File: config.mk
export PLATFORM = sky130hd
export DESIGN_NAME = servo_pwm_multich
export DESIGN_NICKNAME = d
export VERILOG_FILES = /design/src/rtl/servo_pwm_multich.sv
export SDC_FILE = /design/constraint.sdc
export NUM_CORES = 1
export LEC_CHECK = 0
export BUFFER_PORTS_ARGS = -buffer_cell sky130_fd_sc_hd__clkbuf_2
export CAP_MARGIN = 20
export CORE_ASPECT_RATIO = 0.7
export CORE_MARGIN = 8
export CORE_UTILIZATION = 60
export CTS_BUF_LIST = sky130_fd_sc_hd__clkbuf_4 sky130_fd_sc_hd__clkbuf_8 sky130_fd_sc_hd__clkbuf_16
export CTS_CLUSTER_DIAMETER = 30
export DETAILED_ROUTE_END_ITERATION = 10
export GPL_TIMING_DRIVEN = 0
export PLACE_DENSITY = 0.77
export SYNTH_ARGS = -nofsm -noshare
export SYNTH_HDL_FRONTEND = slang
export SYNTH_SLANG_ARGS = --single-unit
File: constraint.sdc
create_clock -name clk -period 15.7 [get_ports clk]
set_clock_uncertainty 0.2 [all_clocks]
set_input_delay 3.14 -clock clk [delete_from_list [all_inputs] [get_ports clk]]
set_output_delay 3.14 -clock clk [all_outputs]
set_load 0.05 [all_outputs]
File: src/rtl/servo_pwm_multich.sv
// servo_pwm_multich: N-channel servo PWM controller behind an Avalon-MM slave.
// All channels share one microsecond frame counter, so their pulses start
// together. Each channel has a clamped target and an optional per-frame slew
// limit on the width actually in use. It also measures the high time of the
// servo's feedback pulse in microseconds.
//
// Ports:
//   clk, reset      system clock, asynchronous active-high reset
//   address         word address {channel, reg[1:0]}
//                   reg 0 TARGET (RW), 1 CURRENT (RO), 2 RESP (RO), 3 CTRL (RW)
//   read, write     Avalon strobes
//   writedata       write data
//   readdata        read data, registered (valid one cycle after read)
//   pwm_out         registered servo pulses, one per channel
//   pwm_response    asynchronous feedback pulses, one per channel
//   frame_start     one-cycle pulse whenever the frame counter wraps to 0
module servo_pwm_multich #(
    parameter int NUM_CH    = 4,
    parameter int CLK_HZ    = 50000000,
    parameter int PERIOD_US = 20000,
    parameter int W         = 16,
    parameter int MIN_US    = 500,
    parameter int MAX_US    = 2500,
    parameter int RESET_US  = 1500
) (
    input  logic                          clk,
    input  logic                          reset,
    input  logic [$clog2(NUM_CH*4)-1:0]   address,
    input  logic                          read,
    input  logic                          write,
    input  logic [31:0]                   writedata,
    output logic [31:0]                   readdata,
    output logic [NUM_CH-1:0]             pwm_out,
    input  logic [NUM_CH-1:0]             pwm_response,
    output logic                          frame_start
);
    localparam int AW  = $clog2(NUM_CH*4);
    localparam int DIV = CLK_HZ / 1000000;
    localparam int PW  = $clog2(DIV);
    localparam int FW  = $clog2(PERIOD_US);

    logic [PW-1:0] pre;
    logic          us_tick;
    logic [FW-1:0] fc;

    logic [W-1:0]  target [NUM_CH];
    logic [W-1:0]  cur    [NUM_CH];
    logic [7:0]    step   [NUM_CH];
    logic [W-1:0]  cnt    [NUM_CH];
    logic [W-1:0]  resp   [NUM_CH];
    logic [NUM_CH-1:0] enable, active, resp_valid, counting;
    logic [NUM_CH-1:0] rsync1, rsync2, rprev, rise, fall, cap;
    logic [NUM_CH-1:0] sel, wr_target, wr_ctrl, rd_resp, en_nx, run_nx;

    logic [AW:0]   ch_sel;
    logic [1:0]    reg_sel;
    logic          hit;
    logic [31:0]   rd_mux;
    logic          unused_bits;

    assign unused_bits = ^writedata;

    function automatic logic [W-1:0] clamp(input logic [W-1:0] v);
        if (v < W'(MIN_US)) return W'(MIN_US);
        if (v > W'(MAX_US)) return W'(MAX_US);
        return v;
    endfunction

    function automatic logic [W-1:0] slew(input logic [W-1:0] t, input logic [W-1:0] c,
                                          input logic [7:0] s);
        logic [W-1:0] d;
        logic [W-1:0] sw;
        sw = W'(s);
        d  = (t >= c) ? t - c : c - t;
        if (s == 8'd0 || d <= sw) return t;
        if (t > c) return c + sw;
        return c - sw;
    endfunction

    // Microsecond prescaler and frame counter
    assign us_tick = (pre == PW'(DIV - 1));

    always_ff @(posedge clk or posedge reset) begin
        if (reset) begin
            pre         <= '0;
            fc          <= '0;
            frame_start <= 1'b0;
        end else begin
            pre         <= us_tick ? '0 : pre + 1'b1;
            frame_start <= us_tick && (fc == FW'(PERIOD_US - 1));
            if (us_tick)
                fc <= (fc == FW'(PERIOD_US - 1)) ? '0 : fc + 1'b1;
        end
    end

    // Bus decode
    always_comb begin
        ch_sel  = {1'b0, address} >> 2;
        reg_sel = address[1:0];
        hit     = {1'b0, address} < (AW+1)'(NUM_CH * 4);
        for (int unsigned i = 0; i < NUM_CH; i++) begin
            sel[i]       = hit && (ch_sel == (AW+1)'(i));
            wr_target[i] = write && sel[i] && (reg_sel == 2'd0);
            wr_ctrl[i]   = write && sel[i] && (reg_sel == 2'd3);
            rd_resp[i]   = read  && sel[i] && (reg_sel == 2'd2);
        end
    end

    always_comb begin
        rd_mux = '0;
        for (int unsigned i = 0; i < NUM_CH; i++) begin
            if (sel[i]) begin
                case (reg_sel)
                    2'd0:    rd_mux = 32'(target[i]);
                    2'd1:    rd_mux = 32'(cur[i]);
                    2'd2:    rd_mux = {resp_valid[i], 31'(resp[i])};
                    default: rd_mux = {16'd0, step[i], 7'd0, enable[i]};
                endcase
            end
        end
    end

    always_ff @(posedge clk or posedge reset) begin
        if (reset) readdata <= '0;
        else       readdata <= read ? rd_mux : '0;
    end

    // Per-channel registers and frame-aligned slew update
    always_ff @(posedge clk or posedge reset) begin
        if (reset) begin
            for (int unsigned i = 0; i < NUM_CH; i++) begin
                target[i] <= W'(RESET_US);
                cur[i]    <= W'(RESET_US);
                step[i]   <= '0;
            end
            enable <= '0;
        end else begin
            for (int unsigned i = 0; i < NUM_CH; i++) begin
                if (frame_start)
                    cur[i] <= slew(target[i], cur[i], step[i]);
                if (wr_target[i])
                    target[i] <= clamp(writedata[W-1:0]);
                if (wr_ctrl[i])
                    step[i] <= writedata[15:8];
            end
            enable <= en_nx;
        end
    end

    // A CTRL write bypasses the enable register so a clear drops the output
    // on the very next edge. 'active' only rises at frame_start, which keeps
    // a mid-frame enable from producing a runt pulse.
    always_comb begin
        for (int unsigned i = 0; i < NUM_CH; i++) begin
            en_nx[i]  = wr_ctrl[i] ? writedata[0] : enable[i];
            run_nx[i] = en_nx[i] && (active[i] || frame_start);
        end
    end

    always_ff @(posedge clk or posedge reset) begin
        if (reset) begin
            active  <= '0;
            pwm_out <= '0;
        end else begin
            active <= run_nx;
            for (int unsigned i = 0; i < NUM_CH; i++)
                pwm_out[i] <= run_nx[i] && (32'(fc) < 32'(cur[i]));
        end
    end

    // Feedback pulse capture. The rise cycle counts its own tick and the fall
    // cycle does not, so the count equals the ticks seen while high.
    assign rise = rsync2 & ~rprev;
    assign fall = ~rsync2 & rprev;

    always_comb begin
        for (int unsigned i = 0; i < NUM_CH; i++)
            cap[i] = !rise[i] && counting[i] &&
                     (fall[i] || (us_tick && cnt[i] == {{(W-1){1'b1}}, 1'b0}));
    end

    always_ff @(posedge clk or posedge reset) begin
        if (reset) begin
            rsync1     <= '0;
            rsync2     <= '0;
            rprev      <= '0;
            counting   <= '0;
            resp_valid <= '0;
            for (int unsigned i = 0; i < NUM_CH; i++) begin
                cnt[i]  <= '0;
                resp[i] <= '0;
            end
        end else begin
            rsync1 <= pwm_response;
            rsync2 <= rsync1;
            rprev  <= rsync2;
            for (int unsigned i = 0; i < NUM_CH; i++) begin
                if (rise[i]) begin
                    cnt[i]      <= us_tick ? W'(1) : '0;
                    counting[i] <= 1'b1;
                end else if (counting[i]) begin
                    if (fall[i]) begin
                        resp[i]     <= cnt[i];
                        counting[i] <= 1'b0;
                    end else if (us_tick) begin
                        cnt[i] <= cnt[i] + 1'b1;
                        if (cap[i]) begin
                            resp[i]     <= '1;
                            counting[i] <= 1'b0;
                        end
                    end
                end
                if (cap[i])
                    resp_valid[i] <= 1'b1;
                else if (rd_resp[i])
                    resp_valid[i] <= 1'b0;
            end
        end
    end
endmodule

==> results of run 1 <==
-- cell type report --
| cell class | instances | area share |
|---|---|---|
| clock buffer | 96 | 0.0656 |
| antenna | 4 | 0.000306 |
| timing repair buffer | 55 | 0.0117 |
| multi-input combinational | 2491 | 0.552 |
| sequential | 359 | 0.277 |
| inverter | 228 | 0.0264 |
| buffer | 146 | 0.0206 |
| tap | 621 | 0.0237 |
| clock inverter | 53 | 0.0233 |
-- routing by layer --
layer  global-route usage  up-vias  routed length (um)
met5                    0        -                  69
met4                0.185        8                5720
met3                0.102      337               12400
met2                0.523     1619               41500
met1                0.502    12900               42500
li1                     -    11900                   -
-- layout by cell type (no fill, tap or decap), drive strengths merged, types with 10 or more instances in the layout --
master,instances
dfrtp,303
ha,291
a21oi,265
nor2,263
nand2,255
inv,241
clkbuf,228
o21ai,215
mux2i,116
xnor2,105
a21o,85
nand3,80
xor2,73
buf,69
o22a,65
nor3,65
dfstp,56
nand4,44
mux4,41
and3,38
nor2b,36
nand2b,34
or3,32
and2,32
o21a,32
a211oi,27
mux2,26
o211ai,24
a31oi,20
o41ai,17
conb,15
clkinvlp,15
clkinv,15
o31ai,12
o21bai,12
fa,12
nor4,10
bufinv,10
-- kinds of logic (layout without fill, tap and decap cells) --
| family | count (synthesis) | after routing | share of synthesized area |
|---|---|---|---|
| other cells | 1 | 19 | 0.000131 |
| mux | 183 | 183 | 0.0832 |
| fa+ha+maj | 307 | 307 | 0.137 |
| xor+xnor | 178 | 178 | 0.0545 |
| compound gates | 879 | 879 | 0.200 |
| flops | 359 | 359 | 0.317 |
| buf+inv | 374 | 578 | 0.0535 |
| simple gates | 929 | 929 | 0.154 |
-- sequential cells by signal, summed over array words and instances (netlist names) --
name,flops
active,4
rsync1,4
readdata,17
cnt,64
pre,6
rsync2,4
enable,4
resp,64
step,32
cur,64
resp_valid,4
target,64
pwm_out,4
rprev,4
frame_start,1
counting,4
fc,15
-- critical path, delay by kind of cell (launching register included) --
kind / cells / cell delay [ns]
AOI/OAI and AO/OA: 11 / 3.08
xor gates and xnor gates: 1 / 0.18
adders and majority gates: 2 / 0.61
buffers and inverters: 3 / 0.98
DFF: 1 / 0.62
muxes: 1 / 0.16
and+or+nand+nor: 6 / 1.27
-- final timing paths --
path,startpoint,end,depth (start not counted),slack (ns)
min reg2reg,rsync1[1],rsync2[1],0,0.15
max,target[38],cur[47],24,8.45
min,rsync1[1],rsync2[1],0,0.15
max in group asynchronous,reset,cur[4],4,11.60
min in group asynchronous,reset,pwm_out[2],2,2.33
max reg2reg,target[38],cur[47],24,8.45
-- cells in the mapped netlist, drive strengths merged, types with 41 or more instances --
master and n:
mux2i 116, nand3 80, nand2 255, o22a 65
mux4 41, dfstp 56, ha 291, inv 228
a21oi 265, dfrtp 303, a21o 85, nor2 263
nor3 65, xnor2 105, nand4 44, clkbuf 85
buf 61, xor2 73, o21ai 215
-- power by group through the flow --
stage          clock network [W]  logic, W  registers, W
2_1_floorplan                  0   0.00105       0.00109
3_3_place_gp                   0   0.00132       0.00114
3_5_place_dp                   0   0.00136       0.00114
4_1_cts                  0.00180   0.00137       0.00113
5_1_grt                  0.00185   0.00153       0.00114
6_report                 0.00179   0.00141       0.00114
-- metrics by stage --
stage	setup WS [ns]	setup TNS (ns)	utilization
finish	8.45	0	0.690
global route	8.35	0	0.689
CTS	8.88	0	0.689
detailed placement	8.92	0	0.627
global placement	-1.27	-371.68	0.625
floorplan	2.49	0	-
==> results.md, run 1 <==
- Core footprint: about 0.047 sq mm
- Worst path slowest cell: dfstp_2
- Crit-path cells: inv_1 -> ha_1 -> clkbuf_1 -> nand2_1 -> nor3_1 -> o21ai_0 -> nand3_1 -> a31oi_1 -> a21oi_1 -> clkbuf_1 -> nor2_1 -> a21oi_1 -> ha_1 -> nor2b_1 -> o31a_1 -> o41ai_1 -> o21ai_0 -> or4_1 -> a31o_2 -> a21oi_1 -> o21ai_0 -> xnor2_1 -> mux2i_1 -> a21oi_1
- HPWL after DPL: just under 80 mm
- Hold slack: 0.147 ns
- Critical Path Sink Type: flip-flop
- Clock power frac: 0.413
- Pleak: roughly 15 nW
- RePlAce Congestion: approximately 1.1
- Final min period: roughly 7.3 ns
- Die width: 277 um
- Overall Power: ~0.0043 W
- Cells after DPL: between 3000 and 4000
- Clock Path Buffers: 3
- Worst-path fanout max: 10
- Gr usage total: 0.364
- Flops & latches, synth: approximately 360
- Largest net degree at the start of global routing: 125
- Startpoint Class: flip-flop
- Setup Crit Path Kind: flip-flop to flip-flop
- Async S/R FF share, synth: 1.00
- Worst EP required: around 16 ns
- CTS tree: yes
- Combinational fraction of design power: 0.324
- Vias in the first global route: approximately 26000
- Area of the multi-input gates: between 0.015 and 0.02 sq mm
- Die span in y: ~200 um
- Clk sinks: around 360
- First-pass GRT wire length: 155 mm
- Mapped Area: between 0.02 and 0.03 sq mm
- Via density: ~6.6
- Share of cells above drive strength 1: 0.118
- Initial antenna violation count: 7
- Clock root cell: clkbuf_16
- Design Area, Final: 0.0327 sq mm
- DIE AREA: between 0.05 and 0.06 sq mm
- Clock transition at the registers of the reported paths: about 0.050 ns
- PwrDens: between 100 and 150 mW/mm^2
- Worst-skew pair later-pin latency: between 0.6 and 0.7 ns
- Yosys cell types: between 90 and 100
- Syn Inst Count: around 3200
- Syn avg cell area: around 8.9 sq um
- CP peak stage delay: around 0.62 ns
- Fin nets: 3708
- Total CTS buffers: 80
- RSZ-0062 raised after global routing: false
- Site row count: 67
- Placed instance area: ~0.03 sq mm
- Drt first pass iters: 11
- Post-synth EDFFs: 0
- Switch share: 0.362
- Vias: 26700
- Post-route ant nets: 0
- Drc violations: 1
- CTS resizes: 0
- Status: finished, violations left
- Fin. Hold Viols: 0
- Starting Density: 0.602
- Final period util: 0.462
- Max-slew violation count: 0
- Max Cap Viol: 0
- Fillcell total: between 3000 and 4000
- Post-Route WL: between 100 and 150 mm
- Num ports: between 80 and 90
- Fin cells: 4053
- FF+latch area: 0.00905 sq mm
- Tightest Hold Check Type: flip-flop to flip-flop
- Number of port buffers: 47
- Sequential share of power: 0.263
- Switching Power: 0.00157 W
- Post-CTS setup buffers: 0
- Seq/Total Area, Yosys: 0.317
- CP most frequent cell: a21oi_1
- Internal: roughly 0.0028 W
- YS warnings: 0
- Wire per inst: approximately 25 um
- Relative slew margins: 0.214
- H-tree depth: 3
- Failing checks: DRC
- Synth top area share: 0.265
- P&R area growth vs syn: 14.5%
- Max IR drop VDD: between 0.09 and 0.1 mV
- CP Data Arrival Time: 7.52 ns
- Synth area leader: dfrtp_1
- DR iter-0 viols: about 3200
- Cts hold-fix bufs: 0
- Gr ovfl total: 0
- Top_reg_cell synth: dfrtp_1
- Ranking of synthesized cells by area: dfrtp_1 (27%), ha_1 (13%), dfstp_2 (5.1%)
- Final setup vio count: 0
- Fmax: approximately 140 MHz
- Slew @ Worst Pin: approximately 1.2 ns
Power figures use the tool's default switching activity.
==> run 2: changes to the inputs <==
Settings changed: ABC_AREA set to 1, CORE_UTILIZATION 60 to 58, PLACE_DENSITY 0.77 to 0.78.
Clock period 15.7 ns to 6.15 ns, I/O delays scaled along.
==> run 2 against run 1 <==
  * The flow now finishes without violations
  * Register-to-register slack lost 7.4 ns
  * Synthesized cell count is 31% higher
  * Clock power increased by 130%
  * Global-route usage is 1.3 points higher
  * Area after synthesis increased by 5.1%
  * Maximum frequency grew 41%
  * Combinational power grew to 3.4 times the previous value
  * Design area grew 3.7%
  * Worst hold slack got worse by 0.014 ns
  * Non-clock buffer count down 25
  * Utilization shrank 2.3 points
  * Setup slack worse by 7.4 ns
  * Critical path type unchanged
  * Critical endpoint is now cur[17]
  * Largest cell class unchanged
  * Largest power group is now combinational logic
==> results.md, run 2 <==
- Largest net degree at the start of global routing: 43 (-66%)
- Final worst slack: 1.01 ns (-7.44 ns)
- CTS tree: yes
- Clock root cell: clkbuf_16
- Multiplexer area fraction after synthesis: 0.00167 (-0.0815)
- Post-Route WL: 114 mm (+11%)
- Status: completed
- Adder-cell share of the synthesized area: 0.129 (-0.00804)
- Relative slew margins: 0.256 (+0.0422)
- Wire per inst: 22.3 um (-11%)
- Worst-skew pair later-pin latency: 0.61 ns (-0.03 ns)
- Worst path slowest cell: o21ai_0
- Syn avg cell area: 7.13 sq um (-20%)
- Post-synth EDFFs: 0 (unchanged)
- Fin nets: 4710 (+27%)
- Critical Path Sink Type: flip-flop
- Initial antenna violation count: 3 (-4)
- DIE AREA: 0.0595 sq mm (+8.1%)
- Yosys cell types: 70 (-25%)
- Compound-cell area share of the yosys netlist: 0.155 (-0.0450)
- HPWL after DPL: 89.0 mm (+14%)
- RePlAce Congestion: 1.03 (-3.0%)
- Gr usage total: 0.378 (+0.0133)
- Final min period: 5.14 ns (-2.11 ns)
- XOR/XNOR share of the synthesized area: 0.0338 (-0.0207)
- Worst-path fanout max: 10 (unchanged)
- Fin. Hold Viols: 0 (unchanged)
- Worst slack at placement: 1.18 ns (-7.74 ns)
- CP Data Arrival Time: 5.43 ns (-2.09 ns)
- RSZ-0062 raised after global routing: false
- Main combinational cell family by area after synthesis: simple AND/OR/NAND/NOR gates
- Ranking of synthesized cells by area: dfrtp_1 (25%), nand2_1 (13%), ha_1 (12%)
- Max IR drop VDD: 0.319 mV (+220%)
- Most frequent cells in the layout: nand2_1 (1070), inv_1 (616), dfrtp_1 (303)
- Flops & latches, synth: 359 (unchanged)
- Slew @ Worst Pin: 1.09 ns (-0.0889 ns)
- Most frequent cells after synthesis: nand2_1 (1070), inv_1 (617), dfrtp_1 (303)
- Post-route ant nets: 0 (unchanged)
- Share of cells above drive strength 1: 0.110 (-0.00736)
- Setup Crit Path Kind: flip-flop to flip-flop
- Simple-Gate Fraction of Synth Area: 0.277 (+0.123)
- Syn Inst Count: 4213 (+31%)
- Clock Path Buffers: 3 (unchanged)
- Total CTS buffers: 70 (-13%)
- H-tree depth: 3 (unchanged)
- Via density: 6.05 (-8.3%)
- Drt first pass iters: 6 (-5)
- Site row count: 69 (+3.0%)
- Vias in the first global route: 28500 (+12%)
- CP peak stage delay: 0.62 ns (about the same)
- Post-CTS setup buffers: 0 (unchanged)
- Finished Core Util: 0.666 (-0.0232)
- Commonest non-fill, non-tap cell in the layout: nand2_1
- Clock transition at the registers of the reported paths: 0.05 ns (about the same)
- Async S/R FF share, synth: 1.00 (unchanged)
- P&R area growth vs syn: 13.0%
- Tightest Hold Check Type: flip-flop to flip-flop
- Startpoint Class: flip-flop
- Vias: 30800 (+15%)
- Max-slew violation count: 0 (unchanged)
- Drc violations: 0 (-1)
- Final setup vio count: 0 (unchanged)
- Max Cap Viol: 0 (unchanged)
- CTS resizes: 0 (unchanged)
- YS warnings: 0 (unchanged)
- Mapped Area: 0.0301 sq mm (+5.1%)
- DR iter-0 viols: 4243 (+32%)
- Cts hold-fix bufs: 0 (unchanged)
- Hold slack: 0.134 ns (-0.0135 ns)
- Most numerous cell in the Yosys netlist: nand2_1
- Top_reg_cell synth: dfrtp_1
- Number of port buffers: 48 (+2.1%)
- Worst EP required: 6.44 ns (-9.52 ns)
- Die width: 288 um (+4.0%)
- Synth area leader: dfrtp_1
- PwrDens: 348 mW/mm^2 (+160%)
- Final period util: 0.836 (+0.374)
- Synth top area share: 0.252 (-0.0130)
- First-pass GRT wire length: 172 mm (+11%)
- Fmax: 195 MHz (+41%)
- Pleak: 17.4 nW (+17%)
- Gr ovfl total: 0 (unchanged)
- Clk sinks: 359 (unchanged)
- Die span in y: 206 um (+3.9%)
- Num ports: 81 (unchanged)
- Core footprint: 0.0509 sq mm (+7.4%)
- Seq/Total Area, Yosys: 0.301 (-0.0155)
- CP most frequent cell: nand2_1
- Starting Density: 0.590 (-0.0124)
==> run 2: cell types whose count changed after synthesis, sizes merged, moves of 35 or more <==
cell / delta
nand2: +889
inv: +417
nand3: +214
mux2i: -111
a21o: -78
o22a: -65
xnor2: -62
o21ai: +60
a22oi: +42
mux4: -41
nor2b: -36
and3: -35
==> run 2: cell type report <==
| cell class | count | area, sq um |
|---|---|---|
| clock buffer | 84 | 1960 |
| sequential | 359 | 9050 |
| multi-input combinational | 3102 | 18000 |
| buffer | 112 | 601 |
| inverter | 654 | 2460 |
| timing repair buffer | 64 | 465 |
| clock inverter | 44 | 549 |
| tap | 674 | 843 |
| antenna | 4 | 10.0 |
| fill | 4443 | 17000 |
==> run 2: final timing paths <==
check | from | endpoint | slack [ns] | cells after the start
worst max-delay path | target[18] | cur[17] | 1.01 | 25
worst min-delay path | rsync1[0] | rsync2[0] | 0.13 | 0
worst max register to register | target[18] | cur[17] | 1.01 | 25
worst min register to register | rsync1[0] | rsync2[0] | 0.13 | 0
max in group asynchronous | reset | cur[18] | 3.78 | 6
min in group asynchronous | reset | cnt[11] | 0.45 | 2
==> run 2: cell families (layout without fill, tap and decap cells) <==
kind of cell,count (synthesis),in the layout
DFF,359,359
muxes,5,5
and+or+nand+nor,1866,1866
adders and majority gates,303,303
buffers and inverters,766,958
AOI/OAI and AO/OA,797,797
xor gates and xnor gates,116,116
other,1,19
==> run 2: metal layers <==
metal	track usage	up-vias	routed length (um)
li1	-	14200	-
met1	0.538	14300	48700
met2	0.535	1977	45300
met3	0.0952	399	13900
met4	0.170	2	5910
met5	0	-	13
==> run 2: power breakdown <==
| group | switching (W) | leakage, nW | internal, W |
|---|---|---|---|
| sequential | 0.000252 | 4.53 | 0.00265 |
| clock | 0.00140 | 1.22 | 0.00268 |
| combinational | 0.00324 | 11.6 | 0.00161 |
| total | 0.00488 | 17.4 | 0.00694 |
==> run 2: critical path: cells and delay by family, from the launching register on <==
family	cells	cell delay [ns]
flops	1	0.57
compound gates	1	0.62
fa+ha+maj	2	0.60
simple gates	15	1.88
buf+inv	5	0.69
xor+xnor	1	0.19
mux	1	0.26
==> run 2: through the flow <==
step / area (sq um) / total power, W / TNS (ns) / cells
after floorplan: 30100 / 0.00628 / -14.11 / 4227
after CTS: 33900 / 0.0117 / 0 / 5092
after detailed placement: 31400 / 0.00756 / 0 / 4964
after global routing: 33900 / 0.0124 / 0 / 5093
final: 33900 / 0.0118 / 0 / 5097
after global placement: 31200 / 0.00748 / -679.08 / 4949
